==> src/rtl/mpsoc_msi_wb_arbiter.sv <==
// Round-robin Wishbone arbiter: NUM_MASTERS masters share one slave port, grant locked per bus cycle.
// Optional stall watchdog enabled by defining MPSOC_MSI_WB_ARB_TIMEOUT_EN.
module mpsoc_msi_wb_arbiter #(
    parameter int DW             = 32,
    parameter int AW             = 32,
    parameter int NUM_MASTERS    = 2,
    parameter int TIMEOUT_CYCLES = 255
) (
    input  logic                              wb_clk_i,
    input  logic                              wb_rst_i,

    input  logic [NUM_MASTERS-1:0][AW-1:0]    wbm_adr_i,
    input  logic [NUM_MASTERS-1:0][DW-1:0]    wbm_dat_i,
    input  logic [NUM_MASTERS-1:0][3:0]       wbm_sel_i,
    input  logic [NUM_MASTERS-1:0]            wbm_we_i,
    input  logic [NUM_MASTERS-1:0]            wbm_cyc_i,
    input  logic [NUM_MASTERS-1:0]            wbm_stb_i,
    input  logic [NUM_MASTERS-1:0][2:0]       wbm_cti_i,
    input  logic [NUM_MASTERS-1:0][1:0]       wbm_bte_i,
    output logic [NUM_MASTERS-1:0][DW-1:0]    wbm_dat_o,
    output logic [NUM_MASTERS-1:0]            wbm_ack_o,
    output logic [NUM_MASTERS-1:0]            wbm_err_o,
    output logic [NUM_MASTERS-1:0]            wbm_rty_o,

    output logic [AW-1:0]                     wbs_adr_o,
    output logic [DW-1:0]                     wbs_dat_o,
    output logic [3:0]                        wbs_sel_o,
    output logic                              wbs_we_o,
    output logic                              wbs_cyc_o,
    output logic                              wbs_stb_o,
    output logic [2:0]                        wbs_cti_o,
    output logic [1:0]                        wbs_bte_o,
    input  logic [DW-1:0]                     wbs_dat_i,
    input  logic                              wbs_ack_i,
    input  logic                              wbs_err_i,
    input  logic                              wbs_rty_i,

    output logic [NUM_MASTERS-1:0]            grant_o
);

    localparam int IW = (NUM_MASTERS > 1) ? $clog2(NUM_MASTERS) : 1;

    typedef enum logic {IDLE, BUSY} state_t;

    state_t                 state;
    logic [IW-1:0]          grant_idx;
    logic [IW-1:0]          last_idx;
    logic [IW-1:0]          next_idx;
    logic [NUM_MASTERS-1:0] next_onehot;
    logic                   busy;
    logic                   cyc_raw;
    logic                   stb_raw;
    logic                   timeout_hit;

    assign busy = (state == BUSY);

    // Scan starting just after the last owner so every requester is reached within NUM_MASTERS grants.
    always_comb begin
        logic                found;
        logic [IW-1:0]       c_idx;
        int unsigned         c;
        found       = 1'b0;
        next_idx    = '0;
        next_onehot = '0;
        c           = 0;
        c_idx       = '0;
        for (int unsigned i = 1; i <= NUM_MASTERS; i++) begin
            c     = (int'(last_idx) + i) % NUM_MASTERS;
            c_idx = c[IW-1:0];
            if (!found && wbm_cyc_i[c_idx]) begin
                found    = 1'b1;
                next_idx = c_idx;
            end
        end
        next_onehot[next_idx] = 1'b1;
    end

    always_ff @(posedge wb_clk_i or posedge wb_rst_i) begin
        if (wb_rst_i) begin
            state     <= IDLE;
            grant_idx <= '0;
            last_idx  <= IW'(NUM_MASTERS - 1);
            grant_o   <= '0;
        end else begin
            case (state)
                IDLE: begin
                    if (|wbm_cyc_i) begin
                        grant_idx <= next_idx;
                        grant_o   <= next_onehot;
                        state     <= BUSY;
                    end
                end
                BUSY: begin
                    if (!wbm_cyc_i[grant_idx]) begin
                        last_idx <= grant_idx;
                        grant_o  <= '0;
                        state    <= IDLE;
                    end
                end
                default: state <= IDLE;
            endcase
        end
    end

    assign cyc_raw = busy & wbm_cyc_i[grant_idx];
    assign stb_raw = busy & wbm_stb_i[grant_idx];

`ifdef MPSOC_MSI_WB_ARB_TIMEOUT_EN
    localparam int CW = $clog2(TIMEOUT_CYCLES + 1);

    logic [CW-1:0] to_cnt;
    logic          stall;

    assign stall       = stb_raw & ~(wbs_ack_i | wbs_err_i | wbs_rty_i);
    assign timeout_hit = stall && (to_cnt == CW'(TIMEOUT_CYCLES - 1));

    always_ff @(posedge wb_clk_i or posedge wb_rst_i) begin
        if (wb_rst_i) begin
            to_cnt <= '0;
        end else if (!stall || timeout_hit) begin
            to_cnt <= '0;
        end else begin
            to_cnt <= to_cnt + 1'b1;
        end
    end
`else
    assign timeout_hit = 1'b0;
`endif

    always_comb begin
        wbs_adr_o = wbm_adr_i[grant_idx];
        wbs_dat_o = wbm_dat_i[grant_idx];
        wbs_sel_o = wbm_sel_i[grant_idx];
        wbs_we_o  = wbm_we_i[grant_idx];
        wbs_cti_o = wbm_cti_i[grant_idx];
        wbs_bte_o = wbm_bte_i[grant_idx];
        wbs_cyc_o = cyc_raw & ~timeout_hit;
        wbs_stb_o = stb_raw & ~timeout_hit;
    end

    always_comb begin
        wbm_ack_o = '0;
        wbm_err_o = '0;
        wbm_rty_o = '0;
        for (int unsigned i = 0; i < NUM_MASTERS; i++) begin
            wbm_dat_o[i] = wbs_dat_i;
        end
        if (busy) begin
            wbm_ack_o[grant_idx] = wbs_ack_i;
            wbm_err_o[grant_idx] = wbs_err_i | timeout_hit;
            wbm_rty_o[grant_idx] = wbs_rty_i;
        end
    end

endmodule

==> config.mk <==
export PLATFORM = sky130hd
export DESIGN_NAME = mpsoc_msi_wb_arbiter
export DESIGN_NICKNAME = d
export VERILOG_FILES = /design/src/rtl/mpsoc_msi_wb_arbiter.sv
export SDC_FILE = /design/constraint.sdc
export NUM_CORES = 1
export LEC_CHECK = 0
export ABC_AREA = 1
export CAP_MARGIN = 40
export CORE_AREA = 4 4 127 129
export CTS_BUF_LIST = sky130_fd_sc_hd__clkbuf_16
export CTS_CLUSTER_DIAMETER = 60
export DETAILED_ROUTE_END_ITERATION = 7
export DIE_AREA = 0 0 131 133
export GPL_ROUTABILITY_DRIVEN = 0
export PLACE_DENSITY = 0.57
export SYNTH_ARGS = -nofsm -noshare
export SYNTH_HDL_FRONTEND = slang
export SYNTH_SLANG_ARGS = --single-unit
==> constraint.sdc <==
create_clock -name wb_clk_i -period 1.7 [get_ports wb_clk_i]
set_input_delay 0.34 -clock wb_clk_i [delete_from_list [all_inputs] [get_ports wb_clk_i]]
set_output_delay 0.34 -clock wb_clk_i [all_outputs]
set_load 0.005 [all_outputs]
* Word level (Yosys, flattened, before mapping) *
Cells that the tools add are included.

word-level totals
  input bits = 189
  register bits = 5
  RAM bits = 0
  bits in read-only memories = 0
  output and inout bits = 148
  logic and storage cells = 65
  memories kept = 0
  latch bits = 0

operators by class
  shift operators = 0
  order comparisons = 6
  bitwise operators = 7
  muxes and demuxes = 36
  add/subtract/negate cells = 2
  equal/unequal tests = 2
  div/mod/pow operators = 0
  multipliers = 0
  reductions and logical operators = 8

operator list
  cell                                                         number
  2-to-1 mux 32 bit                                            4
  2-to-1 mux 1 bit                                             17
  2-to-1 mux 2 bit                                             7
  less-than comparator 1 x 2 -> 1 bit (second input constant)  4
  2-to-1 mux 4 bit                                             2
  AND 2 bit                                                    3
  2-to-1 mux 3 bit                                             2
  AND reduction 2 bit                                          3
  inequality test 2 bit (second input constant)                2
  case mux 2 bit (2 select lines)                              1
  logical AND 1 bit                                            3
  adder 1 bit (second input constant)                          2
  AND 1 bit                                                    2
  demux 1 bit (select 1 bit)                                   2
  >= comparator 1 bit (second input constant)                  2
  NOT 1 bit                                                    2
  case mux 1 bit (2 select lines)                              1
  OR reduction 2 bit                                           1
  logical NOT 1 bit                                            1

* Longest topological paths before layout *
  depth after elaboration = 13
  gate-level depth with buffers = 6
  gate-level depth less buffers = 5

* Least setup slack after synthesis *
OpenSTA, ideal clock, no wires.

  path type = reg-to-output
  start point = reg grant_idx
  end point = out wbs_adr_o[23]
  slack = 0.468 ns
  arrival = 0.892 ns
  buffers on the path = 3
  stages on the path, launching flop included = 7
  required time = 1.360 ns
  path through = dfrtp_1 buf_4 inv_4 buf_6 buf_6 nand2_1 nand2_1

on the way
  longest elaborated chain between the ends = 2

ends and longest elaborated chain
  what                                                  line  RTL
  from (decl)                                           46    logic [IW-1:0] grant_idx;
  from (signal assigned)                                88    grant_idx <= next_idx;
  2-to-1 mux 32 bit (implied by the code) (2 in a row)  131   wbs_adr_o = wbm_adr_i[grant_idx];
  to (decl)                                             25    output logic [AW-1:0] wbs_adr_o,

No other way between the ends. The select of a mux whose other input is x is not followed.

* Worst setup path in the final report *
  start point = reg grant_idx
  end point = out wbs_dat_o[20]

on the way
  longest elaborated chain between the ends = 2

ends and longest elaborated chain
  what                                                  line  RTL
  2-to-1 mux 32 bit (implied by the code) (2 in a row)  132   wbs_dat_o = wbm_dat_i[grant_idx];
  to (decl)                                             26    output logic [DW-1:0] wbs_dat_o,

No other way between the ends. The select of a mux whose other input is x is not followed.

==> flow_summary.json <==
{
  "drv_slew": 0,
  "finalCriticalPeriod_ps": 1851,
  "criticalPathCategory": "reg2out",
  "setup_viol": 53,
  "synth_area_per_cell_um2": 5.008,
  "antenna_found_initial": 0,
  "p_leak_uw": 0.002376,
  "rsz0062_at_grt": "yes",
  "r2r_setup_slack_ps": 450,
  "drc": 0,
  "crit_chain": "buf_4 > clkbuf_16 > buf_4 > nand2_1 > nand2_1 > dlygate4sd2_1",
  "slew_headroom": 0.8617,
  "skew_ps": 1.668,
  "end_kind": "output pin",
  "first_global_vias": 2414,
  "crit_start": "grant_idx",
  "cts.root.buffer_cell": "clkbuf_16",
  "wl_mm": 10.09,
  "ys_warn_count": 0,
  "setup_ws_ps": -150.8,
  "p_sw_uw": 2453,
  "dieHeight_um": 133,
  "ios": 337,
  "fin_nets": 756,
  "seq_power_share": 0.042,
  "synth_seq_area_share": 0.07335,
  "internal-power_uw": 3524,
  "hold_class": "in2async",
  "status": "finished with violations",
  "area_delta_synth_final_pct": 165.9,
  "vias": 2746,
  "violations": "setup timing",
  "cap_viol_max_count": 0,
  "clockPowerShare": 0.064,
  "viasPerCell": 3.642,
  "crit_slowest_cell": "dfrtp_2",
  "syn-cell-area_mm2": 0.001723,
  "start_util": 0.1146,
  "cp.buffers_inverters": 4,
  "grt_max_degree": 38,
  "htreeDepth": 1,
  "gr-usage-met3": 0.04118,
  "r2r_end": "grant_o[1]",
  "nFillCells": 1633,
  "drive_above_1_share": 0.3322,
  "wl_per_cell_um": 13.38,
  "num_antenna_cells": 0,
  "arrival_ps": 1510,
  "grt_usage": 0.07927,
  "grtUsageMet1": 0.08021,
  "coreArea_mm2": 0.01503,
  "fp-row-count": 45,
  "ant_nets": 0,
  "clkTransAtPathRegs_ps": 40,
  "cts_tree": "yes",
  "port_buffers": 240,
  "crit_path_start_kind": "flop",
  "r2r_cells": 6,
  "first_iter_violations": 31,
  "use_met2": 0.1422,
  "grt_pass1_wl_mm": 11.40,
  "max_clock_freq_ghz": 0.5403,
  "final_common_cell": "nand2_1",
  "dp_hpwl_mm": 6.909,
  "synthCells": 344,
  "powerDensity_mw_per_mm2": 1305,
  "ys_types": 15,
  "clkLatencyLatePin_ps": 230,
  "cts_buffers": 3,
  "required_ps": 1360,
  "timing_hold_violations_final": 0,
  "die_w_um": 131,
  "ys_seq_elements": 5,
  "cpLargestDelayFamily": "buffers and inverters",
  "crit_fanout": 5,
  "comb_power_share": 0.894,
  "p_sw_frac": 0.4104,
  "grt.busiest_layer": "met2",
  "mostFrequentLayoutCells": "nand2_1 (172), clkdlybuf4s50_1 (158), nand2_2 (50)",
  "finalCritPeriodShare": 1.089,
  "dieArea_mm2": 0.01742,
  "first_pass_iters": 6,
  "cts_buffer_depth": 2,
  "hold_buffers": 0,
  "globalRoute.totalOverflow": 0,
  "cts_sinks": 5,
  "hold_ws_ps": 322.4,
  "reg2reg_from": "grant_idx",
  "place_ws_ps": -303.6,
  "cp_slowest_stage_delay_ps": 460,
  "worst_pin_slew_ps": 207.4,
  "ir_drop_mv": 0.5798,
  "syn-num-nets": 533
}
## area by class of cell
type,count,area (um^2),share of cell area
Clock buffer,3,75.07,0.01639
Clock inverter,1,3.754,0.0008194
Inverter,7,33.78,0.007375
Multi-Input combinational cell,251,1181,0.2579
Sequential cell,5,127.6,0.02786
Tap cell,188,235.2,0.05135
Timing Repair Buffer,299,2924,0.6383
## through the flow
stage / setup TNS, ps / utilization / instances / cell area, um^2 / power, uW
2_1_floorplan: 0 / - / 344 / 1723 / 1910
3_3_place_gp: -5376 / 0.2608 / 705 / 3920 / 4312
3_5_place_dp: -5255 / 0.2608 / 705 / 3920 / 4278
4_1_cts: -1517 / 0.2633 / 711 / 3959 / 4257
5_1_grt: -6488 / 0.3047 / 754 / 4581 / 6457
6_report: -3681 / 0.3047 / 754 / 4581 / 5976
## synthesized netlist by cell type, drive strengths merged
| library cell | n | share of area |
|---|---|---|
| a21oi | 1 | 0.0029 |
| and2 | 1 | 0.0036 |
| buf | 81 | 0.35 |
| dfrtp | 4 | 0.058 |
| dfstp | 1 | 0.015 |
| inv | 7 | 0.017 |
| nand2 | 235 | 0.51 |
| nand3 | 4 | 0.012 |
| nor2 | 7 | 0.015 |
| o21ai | 3 | 0.011 |
## cell families after synthesis
group                  synth area share
AO/OA/AOI/OAI                   0.01379
buffers and inverters            0.3704
AND/OR/NAND/NOR                  0.5425
flip-flops                      0.07335
## per-layer routing
layer  vias to the layer above  wire, um
met3                        26      1389
met2                       188      4809
li1                       1404         -
met4                         0       266
met5                         -         0
met1                      1128      3618
## worst max path at each step
stage / endpoint / cells past startpoint / slack, ps
after floorplan: wbs_adr_o[23] / 6 / 470
after global placement: wbs_cyc_o / 5 / -280
after detailed placement: wbs_cyc_o / 5 / -300
after CTS: wbs_dat_o[30] / 5 / -320
after global routing: wbs_cyc_o / 6 / -210
final: wbs_dat_o[20] / 6 / -150
## state kept, by name (all words and copies together), names as in the netlist
name,flops
busy,1
grant_idx,1
grant_o,2
last_idx,1
## what timing repair did
item                       CTS  global route
setup buffers                2            32
setup endpoints to repair   82            74
gates resized for setup    111           222
pin swaps                    0            17
cloned                       0            11
## power groups by stage
stage | clock network [uW] | registers (uW) | logic [uW]
after floorplan | 0 | 210 | 1700
after global placement | 0 | 232 | 4080
after detailed placement | 0 | 231 | 4050
after CTS | 384 | 234 | 3640
after global routing | 403 | 258 | 5800
final | 384 | 250 | 5340
Note: power is estimated with default switching activity, not from simulation.
